### src/rtl/serial_sub_ctrl.sv
// Bit-serial N-bit subtractor controller: drives one 1-bit full-subtractor cell
// LSB-first over WIDTH cycles, carrying the borrow in a flop between bits.
module serial_sub_ctrl #(
  parameter int WIDTH = 8,
  parameter int CNT_W = $clog2(WIDTH + 1)
) (
  input  logic             clk,
  input  logic             rst,
  input  logic             start,
  input  logic [WIDTH-1:0] a,
  input  logic [WIDTH-1:0] b,
  input  logic             bin,
  output logic             busy,
  output logic             done,
  output logic [WIDTH-1:0] diff,
  output logic             bout
);

  typedef enum logic [1:0] {IDLE, SHIFT, DONE} state_t;

  state_t           state, state_nxt;
  logic [WIDTH-1:0] sa, sb, sres, sres_nxt;
  logic             brw;
  logic [CNT_W-1:0] cnt;
  logic             cell_x, cell_y, cell_d, cell_bo;
  logic             last_bit;

  // The single full-subtractor cell, fed from the operand LSBs and the borrow flop.
  assign cell_x  = sa[0];
  assign cell_y  = sb[0];
  assign cell_d  = cell_x ^ cell_y ^ brw;
  assign cell_bo = (~cell_x & cell_y) | (~(cell_x ^ cell_y) & brw);

  // New difference bit enters at the MSB; the cast form stays legal when WIDTH is 1.
  assign sres_nxt = WIDTH'({cell_d, sres} >> 1);
  assign last_bit = (cnt == CNT_W'(WIDTH - 1));

  assign busy = (state != IDLE);
  assign done = (state == DONE);

  always_ff @(posedge clk) begin
    if (rst) state <= IDLE;
    else     state <= state_nxt;
  end

  always_comb begin
    state_nxt = state;
    case (state)
      IDLE:    if (start) state_nxt = SHIFT;
      SHIFT:   if (last_bit) state_nxt = DONE;
      DONE:    state_nxt = IDLE;
      default: state_nxt = IDLE;
    endcase
  end

  // diff/bout are written only on the final bit so partial results are never visible.
  always_ff @(posedge clk) begin
    if (rst) begin
      sa   <= '0;
      sb   <= '0;
      sres <= '0;
      brw  <= 1'b0;
      cnt  <= '0;
      diff <= '0;
      bout <= 1'b0;
    end else begin
      case (state)
        IDLE: begin
          if (start) begin
            sa   <= a;
            sb   <= b;
            brw  <= bin;
            cnt  <= '0;
            sres <= '0;
          end
        end
        SHIFT: begin
          sres <= sres_nxt;
          sa   <= sa >> 1;
          sb   <= sb >> 1;
          brw  <= cell_bo;
          cnt  <= cnt + CNT_W'(1);
          if (last_bit) begin
            diff <= sres_nxt;
            bout <= cell_bo;
          end
        end
        default: ;
      endcase
    end
  end

endmodule

### config.mk
export PLATFORM = sky130hd
export DESIGN_NAME = serial_sub_ctrl
export DESIGN_NICKNAME = d
export VERILOG_FILES = /design/src/rtl/serial_sub_ctrl.sv
export SDC_FILE = /design/constraint.sdc
export NUM_CORES = 1
export LEC_CHECK = 0
export CAP_MARGIN = 5
export CORE_MARGIN = 2
export CORE_UTILIZATION = 47
export DETAILED_ROUTE_END_ITERATION = 8
export GPL_TIMING_DRIVEN = 0
export PLACE_DENSITY_LB_ADDON = 0.25
export SYNTH_ARGS = -nofsm -noshare
export SYNTH_HDL_FRONTEND = slang
export SYNTH_SLANG_ARGS = --single-unit
### constraint.sdc
create_clock -name clk -period 1.3 [get_ports clk]
set_input_delay 0.325 -clock clk [delete_from_list [all_inputs] [get_ports clk]]
set_output_delay 0.325 -clock clk [all_outputs]
set_load 0.01 [all_outputs]
==> metrics.md, run 1 <==
| Metric | Value |
|---|---|
| Fin nets | 272 |
| Worst VDD drop | 0.0007693 V |
| Pint | roughly 2.2 mW |
| Worst EP required | approximately 1.5 ns |
| Die Y | 65.44 um |
| Initial Util | 0.4883 |
| CP startpoint | state[0] |
| Tot Pwr | 2.926 mW |
| Most frequent cells after synthesis | 39 x dfxtp_1, 24 x nor2_1, 23 x a21oi_1, 11 x buf_2, 10 x nand3_1 |
| Worst slack at placement | -0.5911 ns |
| I/O Buffers | 29 |
| Crit-path most repeated cell | buf_6 |
| Final Slew Violations | 0 |
| Clock power frac | 0.411 |
| Post-DP HPWL | 2758 um |
| Ratio of cells with drive above 1 in the final layout | 0.3466 |
| Leakage | 1.018 nW |
| RD Place Congestion | 0.7636 |
| PD cells | 1130 mW/mm2 |
| Total routed wirelength | 4605 um |
| Max Fclk | roughly 720 MHz |
| Drt drc | 0 |
| Cell taking the most area after synthesis | dfxtp_1 |
| Status | complete, but fails checks |
| Ranking of synthesized cells by area | dfxtp_1 44%, a21oi_1 6.5%, nor2_1 5.1% |
| Total gr overflow | 0 |
| CP peak stage delay | 0.38 ns |
| Main synth FF type | dfxtp_1 |
| Rows | 22 |
| Clk_lat worst skew | 0.30 ns |
| Mapped Area | 0.001774 mm2 |
| Slew HR | 0.5524 |
| Via count | 1655 |
| Period Utilization, post-route | 1.075 |
| Setup ws final | -0.09748 ns |
| Failing checks | negative setup slack |
| CP Data Arrival Time | 1.56 ns |
| Final setup TNS | -0.5560 ns |
| Max H-tree Level | 2 |
| Worst min path class | in -> reg |
| Sw power | 0.6859 mW |
| Syn nets | 225 |
| Final worst path period need | around 1.4 ns |
| Initial DRC count | 90 |
| N_diodes | 0 |
| First-pass GRT wire length | 7445 um |
| CTS buffer count | 5 |
| Area Overhead vs Synth | 45.98% |
| Synthesis warning total | 0 |
| Via density | 5.535 |
| Clock sink count | 39 |
| Post-synth EDFFs | 0 |
| Core Area | between 0.003 and 0.004 mm2 |
| Final Hold Viols | 0 |
| RSZ-0062 raised after global routing | true |
| Yosys top cell area share | 0.4401 |
| R2r startpoint | state[0] |
| Ports | 31 |
| Combinational share of power | 0.148 |
| Root Buffer Master | clkbuf_8 |
| CP Class | reg -> reg |
| Synthesized flop and latch total | 39 |
| Post-synthesis sequential area ratio | 0.4401 |
| GR Util All Layers | 0.2295 |
| Worst Max-Slew Pin Slew | 0.6714 ns |
| Final Skew | 0.01019 ns |
| Worst path slowest cell | or3b_1 |
| Die W | 65.44 um |
| CTS tree | yes |
| Switching part of the total | 0.2344 |
| Post-route ant nets | 0 |
| Critical Path Fanout Max | 5 |
| Largest net degree at the start of global routing | 13 |
| Crit path cell chain | buf_6, buf_6, buf_6, or3b_1, a21oi_2, nor3_1 |
| Initial antenna violation count | 0 |
| Syn avg cell area | 8.740 um2 |
| Async SR Flop Fraction | 0 |
| Crit. End Element | flip-flop |
| Total of max-cap violations | 0 |
| WL/cell | 15.40 um |
| Reg power frac | 0.441 |
| Startpoint Class | flip-flop |
| Vias in the first global route | 1598 |
| Worst-path clk slew | around 0.08 ns |
| Clk buf depth | 2 |
| # fillers | 293 |
| Synth Instances | 203 |
| Die area | 0.004282 mm2 |
| Worst Hold Launch | rst |
| Top-count cell post-synth | dfxtp_1 |
| Setup-failing EPs final | 7 |
| Netlist cell types | 35 |
| Drt pass-1 iters | 4 |
-- area by class of cell --
| type | instances | area [um2] | area share |
|---|---|---|---|
| buffer | 16 | 128.9 | 0.04976 |
| clock buffer | 6 | 72.57 | 0.02802 |
| timing repair buffer | 42 | 390.4 | 0.1507 |
| multi-input combinational | 141 | 1057 | 0.4082 |
| inverter | 5 | 33.78 | 0.01304 |
| clock inverter | 2 | 60.06 | 0.02319 |
| sequential | 39 | 787.0 | 0.3039 |
| tap | 48 | 60.06 | 0.02319 |
-- cells by family after synthesis --
group | Yosys count | share of synthesized area
AND/OR/NAND/NOR | 70 | 0.2081
AO/OA/AOI/OAI | 69 | 0.2772
flip-flops | 39 | 0.4401
buffers and inverters | 23 | 0.05641
adder cells (fa/ha/maj) | 2 | 0.01834
-- final timing paths --
kind / endpoint / slack [ns] / depth (start not counted)
worst min register to register: sa[7] / 0.49 / 2
worst min-delay path: sa[4] / 0.42 / 2
worst max-delay path: sb[4] / -0.1 / 6
worst max register to register: sb[4] / -0.1 / 6
-- cells in the final DEF, fill, tap and decap left out, types with 6 or more instances in the layout --
cell type | synthesis | routed
dfxtp_1 | 39 | 34
nor2_1 | 24 | 23
clkdlybuf4s50_1 | 0 | 17
buf_6 | 0 | 14
a21oi_2 | 0 | 12
a21oi_1 | 23 | 11
buf_4 | 0 | 10
nand3_1 | 10 | 9
dlygate4sd2_1 | 0 | 9
or3b_1 | 8 | 8
a21bo_2 | 8 | 6
o22ai_1 | 7 | 6
nand2b_1 | 8 | 6
a22oi_1 | 8 | 6
-- sequential cells by signal, indices dropped and copies added (netlist names) --
| signal | flops |
|---|---|
| brw | 1 |
| diff | 8 |
| cnt | 4 |
| sb | 8 |
| bout | 1 |
| state | 2 |
| sa | 8 |
| sres | 7 |
-- power by group through the flow --
stage | Clock (mW) | Combinational, mW | Sequential, mW
floorplan | 0 | 0.210 | 1.30
global placement | 0 | 0.319 | 1.31
detailed placement | 0 | 0.325 | 1.31
CTS | 1.20 | 0.374 | 1.28
global route | 1.28 | 0.471 | 1.30
finish | 1.20 | 0.433 | 1.29
-- worst max-delay path, delay by kind of cell, from the launching register on --
kind	cells	cell delay, ns
compound gates	1	0.14
buf+inv	3	0.35
flops	1	0.33
simple gates	2	0.43
-- through the flow --
stage / utilization / instances / instance area, um2 / hold slack (ns)
floorplan: - / 203 / 1774 / 0.4432
global placement: 0.5847 / 280 / 2125 / 0.4600
detailed placement: 0.5847 / 280 / 2125 / 0.4584
CTS: 0.6625 / 296 / 2407 / 0.4227
global route: 0.7128 / 299 / 2590 / 0.4469
finish: 0.7128 / 299 / 2590 / 0.4226
-- layer usage --
layer  track usage  wire, um
met3       0.06336       219
met4       0.07031        94
met1        0.3062      2184
met2        0.3622      2107
met5             0         0
-- what timing repair did --
item                                    4_1_cts  5_1_grt
gates cloned                                  2        1
setup buffers                                 7        3
pin swaps                                    14       23
hold buffers                                  0        0
resized for setup                            54       48
endpoints found under the setup margin       47       37
No activity file was read; power rests on OpenSTA's default activity.
==> run 2: changes to the inputs <==
clock period = 1.27 ns   (was 1.3 ns; I/O delays follow)
==> metrics.md, run 2 (synthesized netlist as in run 1, its figures left out) <==
| Metric | Value |
|---|---|
| WL/cell | 16.48 um |
| CP startpoint | state[0] |
| Post-DP HPWL | 2758 um |
| Core Area | roughly 0.0036 mm2 |
| Post-route core utilization | 0.7414 |
| Status | complete, but fails checks |
| Die W | 65.44 um |
| Delay-heaviest family, CP | simple AND/OR/NAND/NOR gates |
| Worst path slowest cell | or3b_1 |
| WP buf/inv | 3 |
| Die area | between 0.004 and 0.005 mm2 |
| GR Util All Layers | 0.2251 |
| Crit path cell chain | buf_6, buf_6, buf_6, or3b_1, a21oi_2, a211oi_1 |
| CP peak stage delay | 0.36 ns |
| Fin nets | 278 |
| Worst slack at placement | -0.6136 ns |
| Initial antenna violation count | 0 |
| Max H-tree Level | 2 |
| Clock sink count | 39 |
| First-pass GRT wire length | 7334 um |
| Vias in the first global route | 1572 |
| Drt drc | 0 |
| Via density | about 5.7 |
| Final Hold Viols | 0 |
| CP Class | reg -> reg |
| Final Skew | approximately 0.0060 ns |
| Total of max-cap violations | 0 |
| Worst Max-Slew Pin Slew | 0.6932 ns |
| R2R setup slack | -0.12 ns |
| Crit-path most repeated cell | buf_6 |
| Area Overhead vs Synth | 51.83% |
| Total routed wirelength | 5026 um |
| Die Y | 65.44 um |
| CTS buffer count | 5 |
| CP Data Arrival Time | 1.56 ns |
| Drt pass-1 iters | 4 |
| R2r startpoint | state[0] |
| Largest regs | diff x8, sa x8, sb x8 |
| Worst-path clk slew | about 0.080 ns |
| Setup ws final | -0.1219 ns |
| Largest net degree at the start of global routing | 13 |
| CTS tree | yes |
| Worst min path class | in -> reg |
| Design area | ~0.0027 mm2 |
| Worst r2r path cells | 6 |
| Worst VDD drop | about 0.0008 V |
| Worst EP required | 1.44 ns |
| Ports | 31 |
| Placed Area | 0.002125 mm2 |
| PD cells | 1118 mW/mm2 |
| Setup-failing EPs final | 13 |
| RSZ-0062 raised after global routing | true |
| Startpoint Class | flip-flop |
| Initial DRC count | 106 |
| Critical path depth in cells | 6 |
| Clk_lat worst skew | 0.30 ns |
| Rows | 22 |
| Slew HR | 0.5379 |
| Via count | 1735 |
| Final Slew Violations | 0 |
| Worst hold slack | 0.4510 ns |
| Period Utilization, post-route | 1.096 |
| Failing checks | negative setup slack |
| Post-route ant nets | 0 |
| Commonest non-fill, non-tap cell in the layout | dfxtp_1 |
| I/O Buffers | 29 |
| Clk buf depth | 2 |
| Crit. End Element | flip-flop |
| Most frequent cells in the layout | 33 x dfxtp_1, 22 x nor2_1, 17 x clkdlybuf4s50_1, 14 x buf_4, 13 x a21oi_2 |
| Total gr overflow | 0 |
| Max Fclk | between 700 and 800 MHz |
| Final worst path period need | 1.392 ns |
| Leakage | approximately 1.1 nW |
| RD Place Congestion | 0.7636 |
| Worst Setup EP | sb[0] |
| Hold-fix buffers, CTS | 0 |
| Ratio of cells with drive above 1 in the final layout | 0.3619 |
| # fillers | 267 |
| Reg2reg end | sb[0] |
| Critical Path Fanout Max | 5 |
| Initial Util | 0.4883 |
| N_diodes | 0 |
| Root Buffer Master | clkbuf_8 |
[run 2: repair_timing]
| item | CTS | global route |
|---|---|---|
| pin swaps | 16 | 26 |
| gates cloned | 2 | 2 |
| gates resized for setup | 60 | 47 |
| setup endpoints to repair | 50 | 38 |
| setup buffers | 7 | 9 |
[run 2: per-stage QoR]
stage	power [mW]	cells	setup TNS [ns]
after floorplan	1.550	203	0
after global placement	1.668	280	-15.06
after detailed placement	1.675	280	-15.76
after CTS	2.935	295	-0.7839
after global routing	3.129	305	-2.097
final	3.012	305	-0.7668
[run 2: routing by layer]
metal / vias to the layer above / track usage / part of all wire
li1: 836 / - / -
met1: 832 / 0.2997 / 0.44
met2: 57 / 0.3546 / 0.49
met3: 10 / 0.05993 / 0.056
met4: 0 / 0.07552 / 0.015
met5: - / 0 / 0
[run 2: worst min path at each step]
stage                 start  endpoint  slack (ns)  depth (start not counted)
global route            rst     sa[4]        0.47                          2
CTS                     rst     sa[6]        0.42                          2
floorplan           sres[1]   diff[0]        0.44                          2
global placement    sres[1]   diff[0]        0.46                          2
finish                  rst     sa[4]        0.45                          2
detailed placement  sres[1]   diff[0]        0.46                          2
[run 2: final cells by class]
type,count,area (um2),share of cell area
multi-input cells,141,1084,0.4022
flip-flops and latches,39,788.3,0.2926
repair buffers,48,462.9,0.1719
plain buffers,16,132.6,0.04923
clock buffers,6,72.57,0.02694
clock inverters,2,60.06,0.02229
well taps,48,60.06,0.02229
inverters,5,33.78,0.01254
[run 2: worst register-to-register path: stages (launching register included)]
cell      delay (ns)
dfxtp_2         0.33
buf_6           0.11
buf_6           0.12
buf_6           0.12
or3b_1          0.37
a21oi_2         0.16
a211oi_1        0.05
[run 2: power by group]
part | switching (mW) | internal [mW] | leakage [nW]
clock network | 0.447 | 0.785 | 0.0654
registers | 0.0409 | 1.28 | 0.321
logic | 0.224 | 0.233 | 0.674
==> run 3: changes to the inputs <==
CORE_UTILIZATION = 25   (was 47)
==> metrics.md, run 3 (synthesized netlist as in run 1, its figures left out) <==
| Metric | Value |
|---|---|
| Worst hold slack | 0.4408 ns |
| Commonest non-fill, non-tap cell in the layout | dfxtp_1 |
| Ratio of cells with drive above 1 in the final layout | 0.3760 |
| Initial Util | 0.2597 |
| First-pass GRT wire length | 7624 um |
| Design area | 0.002724 mm2 |
| Die Y | 88.24 um |
| Crit. End Element | output pin |
| RSZ-0062 raised after global routing | true |
| RD Place Congestion | 0.7144 |
| # fillers | just over 700 |
| Clock power frac | 0.300 |
| CP peak stage delay | 0.34 ns |
| Vias in the first global route | roughly 1.6k |
| Startpoint Class | flip-flop |
| Final setup TNS | -0.1356 ns |
| Via density | 4.797 |
| Post-route core utilization | 0.3987 |
| Multi-input gate area | 0.001090 mm2 |
| Hold-fix buffers, CTS | 0 |
| Delay-heaviest family, CP | flip-flops |
| Tot Pwr | 2.547 mW |
| Combinational share of power | 0.181 |
| Total routed wirelength | 5002 um |
| Initial DRC count | 50 |
| Via count | 1698 |
| Drt pass-1 iters | 4 |
| Worst Max-Slew Pin Slew | 0.7255 ns |
| Largest net degree at the start of global routing | 12 |
| Rows | 30 |
| Clk_lat worst skew | 0.28 ns |
| Drt drc | 0 |
| Max Fclk | 761.5 MHz |
| Initial antenna violation count | 0 |
| CTS buffer count | 5 |
| Max H-tree Level | 2 |
| Core Area | roughly 0.0068 mm2 |
| CP Class | reg -> out |
| Pint | 1.888 mW |
| Die area | 0.007786 mm2 |
| Worst-path clk slew | approximately 0.07 ns |
| WL/cell | 14.13 um |
| CP Data Arrival Time | 1.00 ns |
| Worst min path class | in -> reg |
| Final Slew Violations | 0 |
| Crit-path most repeated cell | buf_6 |
| Leakage | a little over 1 nW |
| WP buf/inv | 3 |
| Area Overhead vs Synth | 53.53% |
| Total gr overflow | 0 |
| Setup ws final | -0.04313 ns |
| Clock sink count | 39 |
| Status | complete, but fails checks |
| Post-route ant nets | 0 |
| CTS tree | yes |
| Setup-failing EPs final | 5 |
| Post-DP HPWL | 3105 um |
| PD cells | 935.0 mW/mm2 |
| FF+latch area | 789.5 um2 |
| Reg power frac | 0.519 |
| Period Utilization, post-route | 1.034 |
| Crit path cell chain | buf_6, clkinv_8, nor2_4, buf_6 |
| Failing checks | negative setup slack |
| N_diodes | 0 |
| Largest regs | diff x8, sa x8, sb x8 |
| Sw power | between 0.6 and 0.7 mW |
| Final Hold Viols | 0 |
| Ports | 31 |
| Worst EP required | around 0.95 ns |
| Most frequent cells in the layout | 34 x dfxtp_1, 23 x nor2_1, 18 x buf_4, 17 x clkdlybuf4s50_1 |
| Worst path slowest cell | dfxtp_2 |
| Fin nets | ~280 |
| Final Skew | 0.003300 ns |
| Clk buf depth | 2 |
| Die W | 88.24 um |
| Critical Path Fanout Max | 4 |
| Root Buffer Master | clkbuf_8 |
| I/O Buffers | 29 |
| Worst VDD drop | 0.0003559 V |
| GR Util All Layers | 0.1281 |
| Total of max-cap violations | 0 |
| Slew HR | 0.5163 |
| Placed Area | 0.002185 mm2 |
| Switching part of the total | 0.2588 |
| Final worst path period need | 1.313 ns |
-- run 3: area by class of cell --
type                    instances  area share
well taps                      96     0.04410
flip-flops and latches         39      0.2898
repair buffers                 50      0.1690
clock buffers                   6     0.02664
plain buffers                  16     0.05283
multi-input cells             141      0.4001
inverters                       5     0.01424
repair inverters                1    0.003215
-- run 3: timing repair --
| action | 4_1_cts | 5_1_grt |
|---|---|---|
| gates resized for setup | 60 | 53 |
| pin swaps | 2 | 34 |
| gates cloned | 2 | 1 |
| setup endpoints to repair | 50 | 28 |
| setup buffers | 4 | 15 |
-- run 3: through the flow --
| step | instances | setup slack, ns |
|---|---|---|
| floorplan | 203 | 0.002634 |
| global placement | 328 | -0.6268 |
| detailed placement | 328 | -0.6368 |
| CTS | 338 | -0.2175 |
| global route | 354 | -0.08001 |
| finish | 354 | -0.04313 |
-- run 3: path summary, 6_finish.rpt --
kind | from | endpoint | slack (ns) | cells after the start
worst max-delay path | state[1] | done | -0.04 | 4
worst min-delay path | rst | sa[6] | 0.44 | 2
worst max register to register | state[0] | sb[3] | -0.03 | 5
worst min register to register | sb[0] | sb[0] | 0.49 | 2
-- run 3: routing by layer --
metal,wire length [um],global-route usage,vias up
li1,-,-,842
met1,2299,0.1644,826
met2,2453,0.2030,23
met3,169,0.03545,7
met4,81,0.05372,0
met5,0,0,-
-- run 3: power groups by stage --
stage / clock [mW] / sequential (mW) / combinational, mW
2_1_floorplan: 0 / 1.33 / 0.215
3_3_place_gp: 0 / 1.34 / 0.339
3_5_place_dp: 0 / 1.34 / 0.341
4_1_cts: 0.788 / 1.32 / 0.388
5_1_grt: 0.852 / 1.33 / 0.498
6_report: 0.764 / 1.32 / 0.460
